[config.mk]
export PLATFORM = sky130hd
export DESIGN_NAME = vga_fill_engine_flat
export DESIGN_NICKNAME = d
export VERILOG_FILES = /design/src/rtl/vga_pkg.sv /design/src/rtl/vga_fill_engine_if.sv /design/src/rtl/vga_fill_addr_gen.sv /design/src/rtl/vga_fill_engine.sv /design/src/flat_wrapper.sv
export SDC_FILE = /design/constraint.sdc
export NUM_CORES = 1
export LEC_CHECK = 0
export CAP_MARGIN = 30
export CORE_UTILIZATION = 63
export DETAILED_ROUTE_END_ITERATION = 16
export PLACE_DENSITY = 0.86
export SYNTH_ARGS = -nofsm -noshare
export SYNTH_HDL_FRONTEND = slang
export SYNTH_SLANG_ARGS = --single-unit
[constraint.sdc]
create_clock -name clk -period 9.36 [get_ports clk]
set_input_delay 1.872 -clock clk [delete_from_list [all_inputs] [get_ports clk]]
set_output_delay 1.872 -clock clk [all_outputs]
set_load 0.02 [all_outputs]
[src/rtl/vga_pkg.sv]
// Shared constants, register map and FSM encoding for the VGA fill engine.
package vga_pkg;

    localparam int unsigned H_VISIBLE = 640;
    localparam int unsigned V_VISIBLE = 480;
    localparam int unsigned FB_DEPTH  = H_VISIBLE * V_VISIBLE;
    localparam int unsigned FB_ADDR_W = 19;
    localparam int unsigned X_W       = 10;
    localparam int unsigned Y_W       = 9;
    localparam int unsigned COLOR_W   = 3;
    localparam int unsigned BUS_AW    = 3;
    localparam int unsigned BUS_DW    = 32;

    localparam logic [BUS_AW-1:0] REG_X0    = 3'd0;
    localparam logic [BUS_AW-1:0] REG_Y0    = 3'd1;
    localparam logic [BUS_AW-1:0] REG_W     = 3'd2;
    localparam logic [BUS_AW-1:0] REG_H     = 3'd3;
    localparam logic [BUS_AW-1:0] REG_COLOR = 3'd4;
    localparam logic [BUS_AW-1:0] REG_CTRL  = 3'd5;
    localparam logic [BUS_AW-1:0] REG_PIXEL = 3'd6;

    localparam int unsigned CTRL_START_BIT  = 0;
    localparam int unsigned CTRL_CLEAR_BIT  = 1;
    localparam int unsigned STAT_BUSY_BIT   = 0;
    localparam int unsigned STAT_DONE_BIT   = 1;
    localparam int unsigned STAT_ERR_BIT    = 2;
    localparam int unsigned PIX_COLOR_LSB   = 24;

    typedef enum logic [1:0] {
        ST_IDLE  = 2'd0,
        ST_SETUP = 2'd1,
        ST_FILL  = 2'd2,
        ST_DONE  = 2'd3
    } state_e;

endpackage

[src/rtl/vga_fill_engine_if.sv]
// CPU register bus plus framebuffer write port of the fill engine.
interface vga_fill_engine_if;
    import vga_pkg::*;

    logic                 bus_we;
    logic [BUS_AW-1:0]    bus_addr;
    logic [BUS_DW-1:0]    bus_wdata;
    logic [BUS_DW-1:0]    bus_rdata;
    logic                 fb_we;
    logic [FB_ADDR_W-1:0] fb_addr;
    logic [COLOR_W-1:0]   fb_data;
    logic                 done_pulse;

    modport master (
        output bus_we, bus_addr, bus_wdata,
        input  bus_rdata, fb_we, fb_addr, fb_data, done_pulse
    );

    modport slave (
        input  bus_we, bus_addr, bus_wdata,
        output bus_rdata, fb_we, fb_addr, fb_data, done_pulse
    );
endinterface

[src/rtl/vga_fill_addr_gen.sv]
// Clips the rectangle to the screen and walks it row by row, producing the
// address of the pixel that will be emitted in the following cycle.
module vga_fill_addr_gen
    import vga_pkg::*;
(
    input  logic                 clk,
    input  logic                 rst,
    input  logic                 load,
    input  logic                 advance,
    input  logic [X_W-1:0]       x0,
    input  logic [Y_W-1:0]       y0,
    input  logic [X_W-1:0]       w,
    input  logic [Y_W-1:0]       h,
    output logic                 empty_c,
    output logic                 last_c,
    output logic [FB_ADDR_W-1:0] addr_nxt_c
);

    logic [X_W:0]           x_room_c;
    logic [Y_W:0]           y_room_c;
    logic [X_W-1:0]         w_eff_c, w_eff_q, w_eff_d;
    logic [Y_W-1:0]         h_eff_c, h_eff_q, h_eff_d;
    logic [FB_ADDR_W-1:0]   row_base_c;
    logic [X_W-1:0]         col_q, col_d;
    logic [Y_W-1:0]         row_q, row_d;
    logic [FB_ADDR_W-1:0]   base_q, base_d;

    // Clip against the visible area; row_base is Y0*640+X0 via shifts.
    always_comb begin
        x_room_c   = (X_W+1)'(H_VISIBLE) - {1'b0, x0};
        y_room_c   = (Y_W+1)'(V_VISIBLE) - {1'b0, y0};
        w_eff_c    = ({1'b0, w} < x_room_c) ? w : x_room_c[X_W-1:0];
        h_eff_c    = ({1'b0, h} < y_room_c) ? h : y_room_c[Y_W-1:0];
        empty_c    = (x0 >= X_W'(H_VISIBLE)) || (y0 >= Y_W'(V_VISIBLE)) ||
                     (w == '0) || (h == '0);
        row_base_c = (FB_ADDR_W'(y0) << 9) + (FB_ADDR_W'(y0) << 7) + FB_ADDR_W'(x0);
    end

    always_comb begin
        col_d   = col_q;
        row_d   = row_q;
        base_d  = base_q;
        w_eff_d = w_eff_q;
        h_eff_d = h_eff_q;
        if (load) begin
            col_d   = '0;
            row_d   = '0;
            base_d  = row_base_c;
            w_eff_d = w_eff_c;
            h_eff_d = h_eff_c;
        end else if (advance) begin
            if (col_q == w_eff_q - X_W'(1)) begin
                col_d  = '0;
                row_d  = row_q + Y_W'(1);
                base_d = base_q + FB_ADDR_W'(H_VISIBLE);
            end else begin
                col_d  = col_q + X_W'(1);
            end
        end
        last_c     = (col_q == w_eff_q - X_W'(1)) && (row_q == h_eff_q - Y_W'(1));
        addr_nxt_c = base_d + FB_ADDR_W'(col_d);
    end

    always_ff @(posedge clk or posedge rst) begin
        if (rst) begin
            col_q   <= '0;
            row_q   <= '0;
            base_q  <= '0;
            w_eff_q <= '0;
            h_eff_q <= '0;
        end else begin
            col_q   <= col_d;
            row_q   <= row_d;
            base_q  <= base_d;
            w_eff_q <= w_eff_d;
            h_eff_q <= h_eff_d;
        end
    end

endmodule

[src/rtl/vga_fill_engine.sv]
// Memory-mapped rectangle fill engine driving the VGA framebuffer write port;
// also forwards single CPU pixel writes while idle.
module vga_fill_engine
    import vga_pkg::*;
(
    input  logic             clk,
    input  logic             rst,
    vga_fill_engine_if.slave bus
);

    logic [X_W-1:0]       x0_q, x0_d, w_q, w_d, sx0_q, sx0_d, sw_q, sw_d;
    logic [Y_W-1:0]       y0_q, y0_d, h_q, h_d, sy0_q, sy0_d, sh_q, sh_d;
    logic [COLOR_W-1:0]   color_q, color_d, scolor_q, scolor_d;
    logic                 done_q, done_d, err_q, err_d;
    state_e               state_q, state_d;
    logic                 fb_we_q, fb_we_d, done_pulse_q, done_pulse_d;
    logic [FB_ADDR_W-1:0] fb_addr_q, fb_addr_d;
    logic [COLOR_W-1:0]   fb_data_q, fb_data_d;

    logic                 start_c, clear_c, pix_wr_c, pix_ok_c;
    logic                 load_c, advance_c, empty_c, last_c;
    logic [FB_ADDR_W-1:0] pix_addr_c, addr_nxt_c;
    logic                 unused_c;

    assign unused_c = ^{bus.bus_wdata[31:27], bus.bus_wdata[23:19]};

    always_comb begin
        start_c    = bus.bus_we && (bus.bus_addr == REG_CTRL) && bus.bus_wdata[CTRL_START_BIT];
        clear_c    = bus.bus_we && (bus.bus_addr == REG_CTRL) && bus.bus_wdata[CTRL_CLEAR_BIT];
        pix_wr_c   = bus.bus_we && (bus.bus_addr == REG_PIXEL);
        pix_addr_c = bus.bus_wdata[FB_ADDR_W-1:0];
        pix_ok_c   = pix_wr_c && (state_q == ST_IDLE) && (pix_addr_c < FB_ADDR_W'(FB_DEPTH));
    end

    vga_fill_addr_gen u_addr_gen (
        .clk        (clk),
        .rst        (rst),
        .load       (load_c),
        .advance    (advance_c),
        .x0         (sx0_q),
        .y0         (sy0_q),
        .w          (sw_q),
        .h          (sh_q),
        .empty_c    (empty_c),
        .last_c     (last_c),
        .addr_nxt_c (addr_nxt_c)
    );

    always_ff @(posedge clk or posedge rst) begin
        if (rst) state_q <= ST_IDLE;
        else     state_q <= state_d;
    end

    always_comb begin
        state_d = state_q;
        case (state_q)
            ST_IDLE:  if (start_c) state_d = ST_SETUP;
            ST_SETUP: state_d = empty_c ? ST_DONE : ST_FILL;
            ST_FILL:  if (last_c) state_d = ST_DONE;
            ST_DONE:  state_d = ST_IDLE;
            default:  state_d = ST_IDLE;
        endcase
    end

    // Outputs are registered from the next state so fb_we aligns with FILL.
    always_comb begin
        load_c       = (state_q == ST_SETUP);
        advance_c    = (state_q == ST_FILL);
        fb_we_d      = 1'b0;
        fb_addr_d    = fb_addr_q;
        fb_data_d    = fb_data_q;
        done_pulse_d = (state_d == ST_DONE);
        if (state_d == ST_FILL) begin
            fb_we_d   = 1'b1;
            fb_addr_d = addr_nxt_c;
            fb_data_d = scolor_q;
        end else if (pix_ok_c) begin
            fb_we_d   = 1'b1;
            fb_addr_d = pix_addr_c;
            fb_data_d = bus.bus_wdata[PIX_COLOR_LSB +: COLOR_W];
        end
    end

    // Register file, shadows and sticky status.
    always_comb begin
        x0_d     = x0_q;
        y0_d     = y0_q;
        w_d      = w_q;
        h_d      = h_q;
        color_d  = color_q;
        sx0_d    = sx0_q;
        sy0_d    = sy0_q;
        sw_d     = sw_q;
        sh_d     = sh_q;
        scolor_d = scolor_q;
        done_d   = done_q;
        err_d    = err_q;
        if (bus.bus_we) begin
            case (bus.bus_addr)
                REG_X0:    x0_d    = bus.bus_wdata[X_W-1:0];
                REG_Y0:    y0_d    = bus.bus_wdata[Y_W-1:0];
                REG_W:     w_d     = bus.bus_wdata[X_W-1:0];
                REG_H:     h_d     = bus.bus_wdata[Y_W-1:0];
                REG_COLOR: color_d = bus.bus_wdata[COLOR_W-1:0];
                default:   ;
            endcase
        end
        if ((state_q == ST_IDLE) && start_c) begin
            sx0_d    = x0_q;
            sy0_d    = y0_q;
            sw_d     = w_q;
            sh_d     = h_q;
            scolor_d = color_q;
        end
        if (clear_c) begin
            done_d = 1'b0;
            err_d  = 1'b0;
        end
        if (state_d == ST_DONE)    done_d = 1'b1;
        if (pix_wr_c && !pix_ok_c) err_d  = 1'b1;
    end

    always_ff @(posedge clk or posedge rst) begin
        if (rst) begin
            x0_q         <= '0;
            y0_q         <= '0;
            w_q          <= '0;
            h_q          <= '0;
            color_q      <= '0;
            sx0_q        <= '0;
            sy0_q        <= '0;
            sw_q         <= '0;
            sh_q         <= '0;
            scolor_q     <= '0;
            done_q       <= 1'b0;
            err_q        <= 1'b0;
            fb_we_q      <= 1'b0;
            fb_addr_q    <= '0;
            fb_data_q    <= '0;
            done_pulse_q <= 1'b0;
        end else begin
            x0_q         <= x0_d;
            y0_q         <= y0_d;
            w_q          <= w_d;
            h_q          <= h_d;
            color_q      <= color_d;
            sx0_q        <= sx0_d;
            sy0_q        <= sy0_d;
            sw_q         <= sw_d;
            sh_q         <= sh_d;
            scolor_q     <= scolor_d;
            done_q       <= done_d;
            err_q        <= err_d;
            fb_we_q      <= fb_we_d;
            fb_addr_q    <= fb_addr_d;
            fb_data_q    <= fb_data_d;
            done_pulse_q <= done_pulse_d;
        end
    end

    // Combinational register read-back.
    always_comb begin
        bus.bus_rdata = '0;
        case (bus.bus_addr)
            REG_X0:    bus.bus_rdata = BUS_DW'(x0_q);
            REG_Y0:    bus.bus_rdata = BUS_DW'(y0_q);
            REG_W:     bus.bus_rdata = BUS_DW'(w_q);
            REG_H:     bus.bus_rdata = BUS_DW'(h_q);
            REG_COLOR: bus.bus_rdata = BUS_DW'(color_q);
            REG_CTRL: begin
                bus.bus_rdata[STAT_BUSY_BIT] = (state_q != ST_IDLE);
                bus.bus_rdata[STAT_DONE_BIT] = done_q;
                bus.bus_rdata[STAT_ERR_BIT]  = err_q;
            end
            default:   bus.bus_rdata = '0;
        endcase
    end

    assign bus.fb_we      = fb_we_q;
    assign bus.fb_addr    = fb_addr_q;
    assign bus.fb_data    = fb_data_q;
    assign bus.done_pulse = done_pulse_q;

endmodule

[src/flat_wrapper.sv]
// flat-port wrapper written by rule: the top's interface ports become plain ports
module vga_fill_engine_flat import vga_pkg::*;
  (clk, rst, bus_bus_we, bus_bus_addr, bus_bus_wdata, bus_bus_rdata, bus_fb_we, bus_fb_addr, bus_fb_data, bus_done_pulse);
  vga_fill_engine_if bus_i ();
  input  logic clk;
  input  logic rst;
  input wire logic [$bits(bus_i.bus_we)-1:0] bus_bus_we;
  input wire logic [$bits(bus_i.bus_addr)-1:0] bus_bus_addr;
  input wire logic [$bits(bus_i.bus_wdata)-1:0] bus_bus_wdata;
  output wire logic [$bits(bus_i.bus_rdata)-1:0] bus_bus_rdata;
  output wire logic [$bits(bus_i.fb_we)-1:0] bus_fb_we;
  output wire logic [$bits(bus_i.fb_addr)-1:0] bus_fb_addr;
  output wire logic [$bits(bus_i.fb_data)-1:0] bus_fb_data;
  output wire logic [$bits(bus_i.done_pulse)-1:0] bus_done_pulse;
  assign bus_i.bus_we = bus_bus_we;
  assign bus_i.bus_addr = bus_bus_addr;
  assign bus_i.bus_wdata = bus_bus_wdata;
  assign bus_bus_rdata = bus_i.bus_rdata;
  assign bus_fb_we = bus_i.fb_we;
  assign bus_fb_addr = bus_i.fb_addr;
  assign bus_fb_data = bus_i.fb_data;
  assign bus_done_pulse = bus_i.done_pulse;
  vga_fill_engine u_core (.clk(clk), .rst(rst), .bus(bus_i));
endmodule
==> results by group <==
Placed design
  – Dpl hpwl: 17.7 mm
  – Post-Place Cells: 1213
  – Buffers on Ports: 61
  – GPL Wtd Cong: 0.928

Yosys
  – Fraction of the mapped netlist area in adder cells: 7.22%
  – Area contributors post-synth: dfrtp_1, mux2_2, ha_1
  – Post-synth EDFFs: 0
  – Ys flop type: dfrtp_1
  – Yosys top cell by area: dfrtp_1
  – Yosys cell types: 66
  – Cell Area, Synth: 10200 um2
  – Cells after synthesis: 963
  – Largest family of logic cells by synthesized area: multiplexers
  – Most common cell in the netlist: dfrtp_1
  – Synth Area in Simple Gates: 14.0%
  – Async set-reset flop share out of synthesis: 100%
  – Synth cell count leaders: dfrtp_1, mux2_2, nor2_1, ha_1, nand2_1
  – Post-synth top area share: 41.0%
  – Post-synthesis xor/xnor area fraction: 6.10%
  – Synth Warn #: 0
  – Sequential-to-total area share from yosys stat: 41.0%
  – Seq cells post-synth: 167
  – Multiplexer share of the synthesized area: 17.0%
  – Avg Inst Size Synth: 10.6 um2
  – Compound-Gate Fraction of Synth Area: 10.4%

Setup path
  – Worst path max stage delay: 1.01 ns
  – Startpoint types: input pin
  – Reg2reg setup slack: 3.47 ns
  – Critical path required time: 7.49 ns
  – CP Buf/Inv Count: 2
  – Crit-path max FO: 19
  – CP max stage cell: clkdlybuf4s50_1
  – Crit-path cells: clkdlybuf4s50_1 -> nor2b_1 -> a22oi_1 -> o22ai_1 -> clkdlybuf4s50_1
  – Crit Path Category: in2out
  – Crit-path leading delay family: buffers and inverters
  – Crit path DAT: 4.21 ns
  – CP Capture Type: output pin
  – CP dominant cell by count: clkdlybuf4s50_1

CTS
  – Root buffer cell: clkbuf_16
  – Htree depth: 4
  – # Post-CTS Setup Buffers: 0
  – CTS tree: yes
  – Maximum root-to-sink buffer count: 2
  – Clk_lat worst skew: 0.44 ns
  – CTS resizes: 0
  – Clock slew at reported path FFs: 0.07 ns
  – CTS Buf Count: 17
  – Clock sinks: 167
  – Post-CTS Hold Buffers: 0

Global routing
  – Remaining Overflow, GRT: 0
  – Vias in the first global route: 7750
  – Pin count of the biggest net entering global routing: 108
  – GRT Overall Usage: 32.9%
  – Initial antenna violation count: 0
  – First-pass GRT wire length: 41.2 mm

Final layout
  – Layout cell share with drive strength beyond 1: 16.4%
  – Area grow syn2layout: 14.5%
  – Non-Filler Instances: 1247
  – Final #Nets: 1113
  – Ant diodes: 0

Power and ir drop
  – Overall power: 0.00392 W
  – Leakage Power: 5.26 nW
  – Power per Cell Area: 335 nW/um2
  – Peak supply drop: 0.218 mV

Timing
  – Setup TNS: 0 ns
  – Hold Slack: 0.509 ns
  – Fin crit share: 65.0%
  – Slew @ Worst Pin: 0.960 ns
  – Max-Slew Margin vs Limit: 35.6%
  – Final setup vio count: 0
  – Final hold violations: 0
  – Setup repair after global routing missed its margin: no
  – Maximum clock frequency: 0.164 GHz
  – Final min period: 6.09 ns
  – Clock Skew: 0.0130 ns
  – Final Max Tran Viols: 0

Routing
  – DRT Pass-1 Iters: 8
  – Highest metal used: met4
  – Routed wire length on met2: 13.2 mm
  – Vias/cell: 6.41
  – DR vias: 7988
  – Drt total wl: 26.8 mm
  – Post-DRT Antenna Nets: 0
  – Drt initial violations: 674
  – DRT met1 WL: 10.5 mm
  – DR WL/cell: 21.5 um
  – # DRC: 0
  – Met3 Wirelength: 1.93 mm

Die
  – I/O pin cnt: 94
  – Die H: 129 um
  – Total die area: 16700 um2
  – Cell Rows: 46
  – Chip width: 129 um
  – Initial Util: 64.4%
  – Core Area: 15800 um2

Flow run
  – Maxcap violations: 0

Outcome
  – Status: completed

Min path
  – Tightest Hold Check Type: reg2reg
[stage by stage]
stage / area [um2] / utilization (%) / setup WS (ns)
2_1_floorplan: 10300 / - / 2.97
3_3_place_gp: 10900 / 69.1 / 3.09
3_5_place_dp: 10900 / 69.1 / 3.08
4_1_cts: 11600 / 73.4 / 3.07
5_1_grt: 11700 / 73.7 / 3.17
6_report: 11700 / 73.7 / 3.27
[worst paths after layout]
kind                                                          startpoint                                  to  depth (start not counted)
min in group asynchronous                                            rst   u_core.bus.fb_addr[9]$_DFFE_PP0P_                          2
max in group asynchronous                                            rst         u_core.sy0_q[4]$_DFFE_PP0P_                          4
worst max-delay path                                     bus_bus_addr[2]                    bus_bus_rdata[0]                          5
worst min register to register                 u_core.done_q$_DFFE_PP0P_           u_core.done_q$_DFFE_PP0P_                          1
worst max register to register  u_core.u_addr_gen.w_eff_q[0]$_DFFE_PP0P_  u_core.bus.fb_addr[16]$_DFFE_PP0P_                         22
worst min-delay path                           u_core.done_q$_DFFE_PP0P_           u_core.done_q$_DFFE_PP0P_                          1
[final cells by class]
| cell class | count | area [um2] |
|---|---|---|
| timing repair buffer | 72 | 731 |
| tap | 216 | 270 |
| inverter | 36 | 140 |
| clock inverter | 14 | 259 |
| clock buffer | 18 | 429 |
| multi-input combinational | 724 | 5660 |
| sequential | 167 | 4180 |
| fill | 963 | 4160 |
[worst register-to-register path, delay by kind of cell (launching register included)]
kind	cells	cell delay, ns
flops	1	0.44
buf+inv	2	0.15
mux	1	0.13
compound gates	6	2.18
simple gates	8	1.58
xor+xnor	2	0.50
fa+ha+maj	3	0.78
[power by group]
group	total [W]	internal (W)	switching, W
registers	0.00126	0.000957	0.000306
logic	0.00182	0.000815	0.00100
clock network	0.000836	0.000510	0.000326
[registers in the layout (all words and copies together), names as in the netlist, 10 cells and up]
| signal | count |
|---|---|
| u_core.sx0_q | 10 |
| u_core.bus.fb_addr | 19 |
| u_core.u_addr_gen.col_q | 10 |
| u_core.u_addr_gen.w_eff_q | 10 |
| u_core.x0_q | 10 |
| u_core.w_q | 10 |
| u_core.u_addr_gen.base_q | 19 |
| u_core.sw_q | 10 |
[logic make-up (layout without fill, tap and decap cells)]
group,Yosys count,count (layout)
other cells,1,22
flops,167,167
buf+inv,93,140
fa+ha+maj,57,57
compound gates,154,154
xor+xnor,71,71
simple gates,267,267
mux,153,153
[cells in the final DEF, fill, tap and decap left out, drive strengths merged, types with 5 or more instances in the layout]
master and n:
o31a 6, nand3 22, a21oi 30, nor2 66, clkbuf 19, o21ai 36
nor2b 21, or3 9, bufinv 6, nor3 20, o211ai 7, nor4 15
ha 54, mux2 101, conb 22, o21a 5, inv 42, and3 11
a21o 15, xnor2 33, xor2 38, dfrtp 167, and2 8, mux4 6
o31ai 12, nor3b 5, nand4 15, nand2b 10, a31oi 13, mux2i 46
nand2 48, clkdlybuf4s50 61, buf 10
[per-layer routing]
metal / GRT usage (%) / up-vias
met5: 0 / -
li1: - / 3542
met1: 41.5 / 3915
met3: 6.32 / 90
met2: 54.2 / 441
met4: 16.7 / 0
Power figures use the tool's default switching activity.
